**src/rtl/byte_stream_fifo.sv**
```systemverilog
// Valid/ready FIFO with optional half-swap on entry and a registered head output.
// Optional per-entry even parity is enabled by defining BYTE_STREAM_FIFO_PARITY_EN.
module byte_stream_fifo #(
    parameter int WIDTH = 8,
    parameter int DEPTH = 4
) (
    input  logic                     clk,
    input  logic                     reset_n,
    input  logic                     flush,
    input  logic                     in_valid,
    output logic                     in_ready,
    input  logic [WIDTH-1:0]         in_data,
    input  logic                     in_swap,
    output logic                     out_valid,
    input  logic                     out_ready,
    output logic [WIDTH-1:0]         out_data,
    output logic                     out_parity,
    output logic [$clog2(DEPTH):0]   count
);

    localparam int PTR_W = $clog2(DEPTH);
    localparam int CNT_W = PTR_W + 1;
`ifdef BYTE_STREAM_FIFO_PARITY_EN
    localparam int ENTRY_W = WIDTH + 1;
`else
    localparam int ENTRY_W = WIDTH;
`endif

    logic [ENTRY_W-1:0] r_mem [DEPTH];
    logic [PTR_W-1:0]   r_wptr;
    logic [PTR_W-1:0]   r_rptr;
    logic [CNT_W-1:0]   r_count;
    logic               r_in_ready;
    logic               r_out_valid;
    logic [ENTRY_W-1:0] r_out_entry;

    logic               w_wr;
    logic               w_rd;
    logic [WIDTH-1:0]   w_wr_word;
    logic [ENTRY_W-1:0] w_wr_entry;
    logic [CNT_W-1:0]   w_count_next;
    logic [PTR_W-1:0]   w_wptr_next;
    logic [PTR_W-1:0]   w_rptr_next;
    logic [ENTRY_W-1:0] w_head_next;

    assign w_wr = in_valid && r_in_ready && !flush;
    assign w_rd = r_out_valid && out_ready && !flush;
    assign w_wr_word = in_swap ? {in_data[WIDTH/2-1:0], in_data[WIDTH-1:WIDTH/2]} : in_data;

`ifdef BYTE_STREAM_FIFO_PARITY_EN
    assign w_wr_entry = {^w_wr_word, w_wr_word};
    assign out_parity = r_out_entry[WIDTH];
`else
    assign w_wr_entry = w_wr_word;
    assign out_parity = 1'b0;
`endif

    always_comb begin
        w_count_next = r_count;
        if (w_wr && !w_rd)
            w_count_next = r_count + CNT_W'(1);
        else if (w_rd && !w_wr)
            w_count_next = r_count - CNT_W'(1);
        w_wptr_next = w_wr ? r_wptr + PTR_W'(1) : r_wptr;
        w_rptr_next = w_rd ? r_rptr + PTR_W'(1) : r_rptr;
        // The new head is either the word being written this edge or one already stored.
        w_head_next = r_out_entry;
        if (w_wr && (w_rptr_next == r_wptr))
            w_head_next = w_wr_entry;
        else if (w_count_next != '0)
            w_head_next = r_mem[w_rptr_next];
    end

    always_ff @(posedge clk) begin
        if (w_wr)
            r_mem[r_wptr] <= w_wr_entry;
    end

    always_ff @(posedge clk or negedge reset_n) begin
        if (!reset_n) begin
            r_wptr      <= '0;
            r_rptr      <= '0;
            r_count     <= '0;
            r_in_ready  <= 1'b0;
            r_out_valid <= 1'b0;
            r_out_entry <= '0;
        end else if (flush) begin
            r_wptr      <= '0;
            r_rptr      <= '0;
            r_count     <= '0;
            r_in_ready  <= 1'b0;
            r_out_valid <= 1'b0;
        end else begin
            r_wptr      <= w_wptr_next;
            r_rptr      <= w_rptr_next;
            r_count     <= w_count_next;
            r_in_ready  <= (w_count_next < CNT_W'(DEPTH));
            r_out_valid <= (w_count_next != '0);
            r_out_entry <= w_head_next;
        end
    end

    assign in_ready  = r_in_ready;
    assign out_valid = r_out_valid;
    assign out_data  = r_out_entry[WIDTH-1:0];
    assign count     = r_count;

endmodule
```
**config.mk**
```make
export PLATFORM = sky130hd
export DESIGN_NAME = byte_stream_fifo
export DESIGN_NICKNAME = d
export VERILOG_FILES = /design/src/rtl/byte_stream_fifo.sv
export SDC_FILE = /design/constraint.sdc
export NUM_CORES = 1
export LEC_CHECK = 0
export ABC_AREA = 1
export CAP_MARGIN = 20
export CELL_PAD_IN_SITES_DETAIL_PLACEMENT = 1
export CELL_PAD_IN_SITES_GLOBAL_PLACEMENT = 2
export CORE_MARGIN = 4
export CORE_UTILIZATION = 31
export DETAILED_ROUTE_END_ITERATION = 6
export PLACE_DENSITY = 0.82
export SLEW_MARGIN = 30
export SYNTH_ARGS = -nofsm -noshare
export SYNTH_HDL_FRONTEND = slang
export SYNTH_SLANG_ARGS = --single-unit
```
**constraint.sdc**
```tcl
create_clock -name clk -period 1.55 [get_ports clk]
set_input_delay 0.155 -clock clk [delete_from_list [all_inputs] [get_ports clk]]
set_output_delay 0.155 -clock clk [all_outputs]
set_load 0.01 [all_outputs]
```
# Yosys cells after proc, flatten, opt, wreduce, memory -nomap -nowiden

Memories as Yosys holds them, arrays and structs flattened. A register that Yosys moved wholly into a read port is not among the register bits.
Index checks and enable logic that the tools add are counted.

Flip-flop bits (word level): 9
Memory bits (writable): 32
Memories kept: 1
Output and inout port bits: 14
Bits of input ports: 14
Word-level logic and storage cells: 40

Equality and inequality tests: 1
Add/sub/neg operators: 4
Order comparisons: 1
Reduce and logical (&&, ||, !) cells: 15
Multiplexer cells: 12
Bitwise operators: 1

Memory list:

| name  | words | bits a word | read ports | clocked after memory_dff | wr ports | RTL line | source |
|---|---|---|---|---|---|---|---|
| r_mem | 4     | 8           | 1          | 1                        | 1        | 29       | `logic [ENTRY_W-1:0] r_mem [DEPTH];` |

Operators by type and width:

| cell                                               | count |
|---|---|
| two-way mux 3 bit                                  | 3 |
| two-way mux 2 bit                                  | 4 |
| two-way mux 8 bit                                  | 1 |
| logical AND 1 bit                                  | 7 |
| adder 2 x 1 -> 2 bit (second input constant)       | 2 |
| zero test 1 bit                                    | 4 |
| two-way mux 1 bit                                  | 4 |
| nonzero test 2 bit                                 | 2 |
| adder 3 x 1 -> 3 bit (second input constant)       | 1 |
| less-than comparator 3 bit (second input constant) | 1 |
| nonzero test 3 bit                                 | 1 |
| subtractor 3 x 1 -> 3 bit (second input constant)  | 1 |
| == test 2 bit                                      | 1 |
| AND reduction 2 bit                                | 1 |
| inverter 1 bit                                     | 1 |

# Longest topological paths before layout

Gate-level depths: netlist (run 1).

Word-level depth: 9
Gate-level depth with buffers: 14
Depth with buffers taken out: 13

# Least setup slack after synthesis (run 1)

OpenSTA, ideal clock, no wires.

Path type: register to register
From: register r_in_ready, in the netlist in_ready
To: register r_out_entry[0], in the netlist out_data[0], read port of r_mem
Setup slack: -0.007 ns
Data required time: 1.433 ns
Clock period less this slack: 1.557 ns
Path buffers: 0
Arrival time: 1.440 ns
Library setup time: 0.117 ns
Cell stages (with the launch flop): 12
Path through: dfrtp_1 -> nand2_1 -> nor2_1 -> nand2_1 -> nand2_1 -> nand2_1 -> nand3_1 -> nand2_1 -> inv_2 -> nand3_4 -> nand2_1 -> nand2_1

Word-level cells in the longest chain between the ends: 9
Elaborated cells on any way between the ends: 11
Those cells by class: mux: 2; reduce/logical: 9

Ends and longest elaborated chain:

| item                             | RTL line | source |
|---|---|---|
| from (decl)                      | 33       | `logic r_in_ready;` |
| from (signal assigned)           | 97       | `r_in_ready <= (w_count_next < CNT_W'(DEPTH));` |
| logical AND 1 bit * (2 in a row) | 46       | `assign w_wr = in_valid && r_in_ready && !flush;` |
| zero test 1 bit                  | 62       | `else if (w_rd && !w_wr)` |
| logical AND 1 bit                | 62       |  |
| two-way mux 3 bit                | 62       |  |
| two-way mux 3 bit                | 60       | `if (w_wr && !w_rd)` |
| nonzero test 3 bit               | 70       | `else if (w_count_next != '0)` |
| nonzero test 2 bit (no line) *   | -        |  |
| AND reduction 2 bit (no line) *  | -        |  |
| to (decl)                        | 35       | `logic [ENTRY_W-1:0] r_out_entry;` |

Every way passes the cells marked *; elsewhere a longest branch is shown, timed or not.
A chain may end at the register's enable or synchronous reset.

# Final worst setup path (run 1)

From: register r_count[0], in the netlist count[0]
To: register r_out_entry[7], in the netlist out_data[7], read port of r_mem

Word-level cells in the longest chain between the ends: 6
Elaborated cells on any way between the ends: 7
Those cells by class: add/sub: 2; mux: 2; reduce/logical: 3

Ends and longest elaborated chain:

| item                            | RTL line | source |
|---|---|---|
| from (decl)                     | 32       | `logic [CNT_W-1:0] r_count;` |
| from (signal assigned)          | 96       | `r_count <= w_count_next;` |
| subtractor 3 x 1 -> 3 bit       | 63       | `w_count_next = r_count - CNT_W'(1);` |
| two-way mux 3 bit               | 62       |  |
| two-way mux 3 bit *             | 60       |  |
| nonzero test 3 bit *            | 70       |  |
| nonzero test 2 bit (no line) *  | -        |  |
| AND reduction 2 bit (no line) * | -        |  |

Marks and branches as above.

==> results of run 1 <==
per-layer routing:
layer	vias to the layer above	track usage [%]	routed length, µm
met5	-	0	0
met4	0	4.15	76
met3	5	2.08	138
met2	22	26.5	3710
li1	1074	-	-
met1	1050	18.9	3160
cell type report:
cell class	instances	area, µm²
Fill cell	917	4220
Sequential cell	49	1390
Clock inverter	2	33.8
Tap cell	102	128
Inverter	25	96.3
Timing Repair Buffer	80	738
Clock buffer	6	72.6
Multi-Input combinational cell	203	1090
critical path, delay by kind of cell (launching register included):
family	cells	cell delay, ns
simple gates	7	0.64
buf+inv	3	0.19
flops	1	0.43
fa+ha+maj	1	0.26
Yosys cell counts, types with 2 or more instances:
master / n / area (µm²)
inv_1: 21 / 78.8
nand4_1: 9 / 56.3
nand3_1: 22 / 110
edfxtp_1: 32 / 961
a21oi_1: 6 / 30.0
inv_2: 4 / 15.0
nand2_1: 127 / 477
nand3_2: 3 / 30.0
nand2_4: 3 / 33.8
buf_2: 3 / 15.0
nor2_1: 14 / 52.6
ha_1: 6 / 75.1
dfrtp_1: 17 / 425
buf_4: 3 / 22.5
o21ai_0: 6 / 30.0
xnor2_1: 2 / 17.5
registers in the layout, summed over array words and instances (netlist names):
name,count
count,3
in_ready,1
out_data,8
out_valid,1
r_mem,32
r_rptr,2
r_wptr,2
through the flow:
stage | util [%] | setup slack, ns
final | 45.7 | -0.0682
after global routing | 45.7 | -0.189
after floorplan | - | 0.0196
after global placement | 40.8 | -0.321
after CTS | 44.0 | -0.0392
after detailed placement | 40.8 | -0.381
cells in the final DEF, fill, tap and decap left out, drive strengths merged, types with 3 or more instances in the layout:
master,instances
nand4,10
clkbuf,6
nor2,15
inv,25
dfrtp,17
ha,6
dlymetal6s2s,3
a21oi,6
edfxtp,32
o21ai,6
buf,54
nand3,26
clkdlybuf4s50,23
nand2,131
timing repair:
| item | CTS | global route |
|---|---|---|
| hold endpoints to repair | 0 | 0 |
| hold buffers | 0 | 0 |
| buffers inserted | 6 | 5 |
| gates cloned | 2 | 0 |
| endpoints found under the setup margin | 9 | 22 |
| resized for setup | 25 | 22 |
| pin swaps | 19 | 19 |
kinds of logic after synthesis:
kind of cell	Yosys count	synth area share (%)
AOI/OAI and AO/OA	12	2.41
xor gates and xnor gates	2	0.703
adders and majority gates	6	3.01
buffers and inverters	33	5.87
DFF	49	55.6
other	1	0.150
and+or+nand+nor	181	32.3
final timing paths:
check | cells past startpoint | end | slack (ns)
setup / recovery | 11 | out_data[7] | -0.07
hold / removal | 2 | r_wptr[1] | 0.18
setup reg to reg | 11 | out_data[7] | -0.07
hold reg to reg | 2 | out_data[0] | 0.55
max in group asynchronous | 2 | count[2] | 1.16
min in group clk | 3 | in_ready | 0.30
power groups by stage:
stage	Combinational, W	Sequential (W)	Clock [W]
2_1_floorplan	0.000574	0.00171	0
3_3_place_gp	0.00126	0.00166	0
3_5_place_dp	0.00129	0.00167	0
4_1_cts	0.00141	0.00165	0.000934
5_1_grt	0.00164	0.00167	0.000990
6_report	0.00148	0.00165	0.000912
==> results.cfg, run 1 <==
[timing]
fin_worst_skew_ns = 0.00931
setup_tns_ns = -0.454
min_period_over_period_pct = 104
slew_viol_final = 0
hold_viol_final = 0
min_period_ns = 1.62
max_freq_mhz = 618
hold_ws_ns = 0.179
setup_viol = 8
relSlewSlack_pct = 61.9
rsz0062_at_grt = true
tightest_slew_ns = 0.566
setup_ws_ns = -0.0682

[synthesis]
syn_avg_cell_area_um2 = 8.78
synthArstFlopShare_pct = 34.7
synth_cells = 284
netlist_area_um2 = 2490
synth_nets = 304
yosys_warnings = 0
ys_seq_area_share_pct = 55.6
synth_seq_cells = 49
synth_flop_cell = edfxtp_1
synth-edff-count = 32
ys_types = 22

[power]
comb_power_share_pct = 36.7
power_density_nw_per_um2 = 1140
seqPwrFrac_pct = 40.8
internal_power_w = 0.00275
power_frac_clock_pct = 22.6
p_leak_nw = 1.67
p_sw_share_pct = 32.0
vdd_drop_max_v = 0.000557
power_w = 0.00404
p_switching_w = 0.00130

[worst_setup_path]
required_ns = 1.75
slowest_stage = dfrtp_1
cp-startpoint = count[0]
crit_path_end_kind = register
path_cells = inv_2 > ha_4 > inv_1 > nand4_1 > nand3_1 > nand2_2 > nand2_2 > inv_4 > nand3_4 > nand2_1 > nand2_1
slowest_delay_ns = 0.43
crit_arrival_ns = 1.82
crit_type = register to register
critPathLaunchType = register
worstPathMaxFanout = 8
r2r_start = count[0]

[global_routing]
grt_use_total_pct = 14.9
antenna_found_initial = 0
first_global_vias = 2297
grt_max_degree = 18
globalRouteOverflowTotal = 0
grt_pass1_wl_um = 11400

[place]
placedCellCount = 446
numPortBuffers = 26
hpwl_um = 4950
detailed_place.area_um2 = 3170
routabilityCongestion = 0.821

[die]
num_rows = 32
io_pins = 28
die_y_um = 97.7
die_area_um2 = 9540
start_util_pct = 32.1
die_x_um = 97.7
core_area_um2 = 7770

[route]
ant_nets = 0
num_vias = 2151
wl_per_cell_um = 15.2
drc = 0
firstDrtPassIters = 4
routed_wl_um = 7090
post_drt_via_cell_ratio = 4.61
drtIter0Drc = 82

[cts]
insertion_delay_ns = 0.30
cts_tree = yes
clock-sinks = 49
root_buffer = clkbuf_8
clockBufferDepth = 2
cts_made_buffers = 5
clkTransAtPathRegs_ns = 0.10
htreeDepth = 2

[final_layout]
nNetsFinal = 384
stdcell_area_um2 = 3550
areaGrowthSynthToFinish_pct = 42.2
final_cells = 467
antenna_cells = 0
drive_gt1_share_pct = 28.8

[run_status]
violations = setup timing
outcome = finished with violations

[worst_hold_path]
min_path_type = input pin to async pin

[job]
max-cap-violations = 0
Power figures use the tool's default switching activity.
==> inputs of run 2 (changes only) <==
Settings changed: CTS_CLUSTER_DIAMETER set to 50, GPL_TIMING_DRIVEN set to 0.
==> results.cfg, run 2 (synthesis results as in run 1) <==
[timing]
min_period_over_period_pct = 110
max_freq_mhz = 587
slew_viol_final = 0
tightest_slew_ns = 0.785
min_period_ns = 1.70
relSlewSlack_pct = 47.1
rsz0062_at_grt = true
setup_ws_ns = -0.154
hold_ws_ns = 0.278
setup_viol = 8
hold_viol_final = 0
fin_worst_skew_ns = 0.00686

[die]
die_y_um = 97.7
die_x_um = 97.7
io_pins = 28
start_util_pct = 32.1
die_area_um2 = 9540
core_area_um2 = 7770
num_rows = 32

[worst_hold_path]
hp-start = flush
min_path_type = input pin to register
hold_end = r_rptr[0]
hold_depth = 2

[final_layout]
final_common_cell = nand2_1
nNetsFinal = 362
stdcell_area_um2 = 3500
utilization_pct = 45.1
antenna_cells = 0
final_cell_mix = nand2_1, edfxtp_1, clkdlybuf4s50_1
drive_gt1_share_pct = 26.2
top_register = r_mem
largest_reg_flops = 32
areaGrowthSynthToFinish_pct = 40.4

[worst_setup_path]
worstPathMaxFanout = 8
required_ns = 1.80
critPathLaunchType = register
r2r_end = out_data[1]
slowest_stage = dfrtp_2
rrSetupSlack_ns = -0.15
path_cells = nand3_2 > nand2_8 > nand2_8 > nand2_4 > nand3_4 > nor2_4 > nand2_1 > nand2_1 > nand2_2 > nand2_1
cpMostUsedCell = nand2_1
r2r_cells = 10
crit_arrival_ns = 1.95
crit_type = register to register
r2r_start = out_valid
slowest_delay_ns = 0.44
crit_path_end_kind = register

[place]
post-place-ws_ns = -0.757
hpwl_um = 4680
detailed_place.area_um2 = 2880
numPortBuffers = 26
routabilityCongestion = 0.744

[power]
p_leak_nw = 1.57
vdd_drop_max_v = 0.000606
power_density_nw_per_um2 = 1170
power_w = 0.00409

[route]
ant_nets = 0
routed_wl_um = 7000
drc = 0
num_vias = 2105
wl_per_cell_um = 15.7
drtIter0Drc = 56
post_drt_via_cell_ratio = 4.73
firstDrtPassIters = 4

[global_routing]
met3_usage_pct = 2.23
grt_max_degree = 18
met2_usage_pct = 24.2
grt_busiest_layer = met2
grt_pass1_wl_um = 11000
first_global_vias = 2093
grt_use_total_pct = 14.6
antenna_found_initial = 0
globalRouteOverflowTotal = 0
use_met1_pct = 20.0

[cts]
clockBufferDepth = 2
cts_made_buffers = 5
root_buffer = clkbuf_8
clkTransAtPathRegs_ns = 0.10
clock-sinks = 49
cts_tree = yes
hold_buffers = 0
insertion_delay_ns = 0.31
htreeDepth = 2

[job]
max-cap-violations = 0

[run_status]
violations = setup timing
outcome = finished with violations
[run 2: changes by cell type in the layout (fill, tap and decap cells not counted), sizes merged]
cell and change:
buf -27, clkbuf +3, clkdlybuf4s15 +1, clkdlybuf4s50 -1, clkinv -1, clkinvlp +2, dlygate4sd2 +1, dlymetal6s2s -1
inv +1
[run 2: worst max-delay path by stage]
stage	start	endpoint	cells past startpoint
3_5_place_dp	flush	out_data[7]	12
5_1_grt	out_valid	out_data[1]	10
4_1_cts	out_valid	out_data[7]	12
2_1_floorplan	out_valid	out_data[0]	10
6_report	out_valid	out_data[1]	10
3_3_place_gp	flush	out_data[7]	12
[run 2: per-layer routing]
metal	up-vias	wire length (µm)	share of wire, %
met5	-	0	0
met4	0	107	1.5
met3	8	178	2.5
met2	31	3570	51
met1	1031	3150	45
li1	1035	-	-
[run 2: cell type report]
class                      instances  area, µm²
sequential                        49       1390
timing repair inverter             1       7.51
clock inverter                     3       47.5
multi-input combinational        203       1160
timing repair buffer              49        509
clock buffer                       5       68.8
tap                              102        128
inverter                          25        108
buffer                             8       82.6
fill                             894       4270
[run 2: per-stage QoR]
| stage | setup TNS [ns] | cells |
|---|---|---|
| 2_1_floorplan | 0 | 284 |
| 3_3_place_gp | -32.07 | 412 |
| 3_5_place_dp | -36.53 | 412 |
| 4_1_cts | -0.457 | 433 |
| 5_1_grt | -2.00 | 445 |
| 6_report | -0.851 | 445 |
[run 2: worst max-delay path, delay by kind of cell, from the launching register on]
kind	cells	cell delay [ns]
AND/OR/NAND/NOR	10	1.21
flip-flops	1	0.44
[run 2: power breakdown]
group	switching (W)	leakage (nW)	internal, W	total (W)
Sequential	0.0000967	0.506	0.00155	0.00164
Clock	0.000468	0.0591	0.000493	0.000960
Combinational	0.000800	1.01	0.000686	0.00149
[run 2: repair_timing]
action                     4_1_cts  5_1_grt
buffers inserted                12        8
gates resized for setup         40       33
setup endpoints to repair       42       25
gates cloned                     1        4
pin swaps                        5       21
==> inputs of run 3 (changes only) <==
Settings changed: ABC_AREA 1 to unset, CORE_UTILIZATION 31 to 34, PLACE_DENSITY 0.82 to 0.8, SKIP_CTS_REPAIR_TIMING set to 1.
==> results.cfg, run 3 <==
[synthesis]
synth_flop_cell = edfxtp_1
ys_seq_area_share_pct = 60.5
yosys_warnings = 0
synth.largest_area_cell = edfxtp_1
synth_cells = 171
netlist_area_um2 = 2290
synth-edff-count = 32
synthArstFlopShare_pct = 34.7
yosys-top-cells-count = edfxtp_1, dfrtp_1, mux2i_1, nand2_1, a21oi_1
synth.most_common_cell = edfxtp_1
synth_top_area_share_pct = 42.0
ys_types = 34
synth_nets = 191
syn_avg_cell_area_um2 = 13.4
synth_area_leaders = edfxtp_1, dfrtp_1, mux2i_1
synth_seq_cells = 49

[place]
routabilityCongestion = 0.757
numPortBuffers = 25
detailed_place.area_um2 = 2650
hpwl_um = 3440

[die]
core_area_um2 = 6460
die_x_um = 90.1
num_rows = 29
die_y_um = 90.1
io_pins = 28
die_area_um2 = 8110
start_util_pct = 35.5

[route]
drc = 0
post_drt_via_cell_ratio = 5.01
num_vias = 1454
routed_wl_um = 5390
drtIter0Drc = 51
wl_per_cell_um = 18.6
firstDrtPassIters = 4
ant_nets = 0

[cts]
clockBufferDepth = 2
htreeDepth = 2
root_buffer = clkbuf_8
cts_made_buffers = 5
clock-sinks = 49
insertion_delay_ns = 0.30
clkTransAtPathRegs_ns = 0.09
cts_tree = yes

[worst_setup_path]
r2r_start = count[0]
cp_top_family = simple AND/OR/NAND/NOR gates
worstPathMaxFanout = 5
crit_path_end_kind = register
slowest_delay_ns = 0.47
r2r_end = out_data[3]
path_cells = inv_2 > ha_4 > or4_1 > o211ai_1 > a21oi_2 > buf_6 > mux2i_2 > o21ai_2
worst-path-buf-inv = 2
critPathLaunchType = register
required_ns = 1.74
rrSetupSlack_ns = -0.48
slowest_stage = or4_1
path_depth = 8
crit_type = register to register
r2r_cells = 8
cp-startpoint = count[0]
crit_end = out_data[3]
crit_arrival_ns = 2.22

[final_layout]
top_register = r_mem
final_common_cell = edfxtp_1
nNetsFinal = 232
areaGrowthSynthToFinish_pct = 25.1
stdcell_area_um2 = 2870
utilization_pct = 44.4
antenna_cells = 0
drive_gt1_share_pct = 24.4
largest_reg_flops = 32
final_cell_mix = edfxtp_1, clkdlybuf4s50_1, mux2i_1
nFillCells = 681

[job]
max-cap-violations = 0

[timing]
relSlewSlack_pct = 63.0
tightest_slew_ns = 0.555
slew_viol_final = 0
setup_ws_ns = -0.481
rsz0062_at_grt = true
setup_tns_ns = -4.02
min_period_over_period_pct = 131
max_freq_mhz = 492
fin_worst_skew_ns = 0.00961
hold_viol_final = 0
min_period_ns = 2.03
setup_viol = 9

[global_routing]
first_global_vias = 1502
grt_pass1_wl_um = 8440
antenna_found_initial = 0
grt_max_degree = 18
grt_use_total_pct = 13.3
globalRouteOverflowTotal = 0

[power]
power_density_nw_per_um2 = 1440
p_leak_nw = 1.11
vdd_drop_max_v = 0.000468

[run_status]
violations = setup timing
outcome = finished with violations

[worst_hold_path]
min_path_type = input pin to async pin
[run 3: cell families after synthesis]
kind of cell | Yosys count | share of synthesized area (%)
other cells | 1 | 0.164
fa+ha+maj | 6 | 3.28
xor+xnor | 9 | 4.26
compound gates | 31 | 8.91
simple gates | 36 | 7.92
buf+inv | 14 | 3.55
mux | 25 | 11.4
flops | 49 | 60.5
[run 3: report_power, final]
part           total, W  internal [W]  leakage, nW  switching [W]
Combinational   0.00149      0.000770        0.563       0.000716
Sequential      0.00175       0.00160        0.497       0.000150
Clock          0.000888      0.000475       0.0518       0.000413
Total           0.00413       0.00285         1.11        0.00128
[run 3: how the worst min path moves through the flow]
stage	endpoint	slack, ns
6_report	out_data[2]	0.33
5_1_grt	out_data[1]	0.38
4_1_cts	out_data[1]	0.42
3_5_place_dp	out_data[2]	0.55
3_3_place_gp	out_data[5]	0.54
2_1_floorplan	count[0]	-0.14
[run 3: final cells by class]
type | instances | area, µm² | area share, %
Timing Repair Buffer | 34 | 318 | 11.1
Clock buffer | 5 | 68.8 | 2.40
Inverter | 4 | 15.0 | 0.524
Multi-Input combinational cell | 108 | 862 | 30.1
Tap cell | 77 | 96.3 | 3.36
Sequential cell | 49 | 1390 | 48.6
Buffer | 10 | 72.6 | 2.53
Clock inverter | 3 | 41.3 | 1.44
[run 3: per-layer routing]
layer / global-route usage [%] / share of wire [%]
met1: 18.1 / 45
met3: 2.17 / 2.1
met2: 21.5 / 51
met4: 4.59 / 1.9
met5: 0 / 0
[run 3: metrics by stage]
step | total power, W | instances | hold WS, ns | worst slack [ns]
finish | 0.00413 | 290 | 0.333 | -0.481
CTS | 0.00400 | 281 | 0.416 | -0.720
global route | 0.00437 | 290 | 0.378 | -0.574
global placement | 0.00307 | 273 | 0.540 | -0.969
detailed placement | 0.00311 | 273 | 0.549 | -0.996
floorplan | 0.00252 | 171 | -0.141 | -0.342
[run 3: worst reg2reg max path, cell delays in order, from the launching register on]
cell      delay (ns)
dfrtp_2         0.44
inv_2           0.10
ha_4            0.21
or4_1           0.47
o211ai_1        0.14
a21oi_2         0.14
buf_6           0.18
mux2i_2         0.19
o21ai_2         0.06
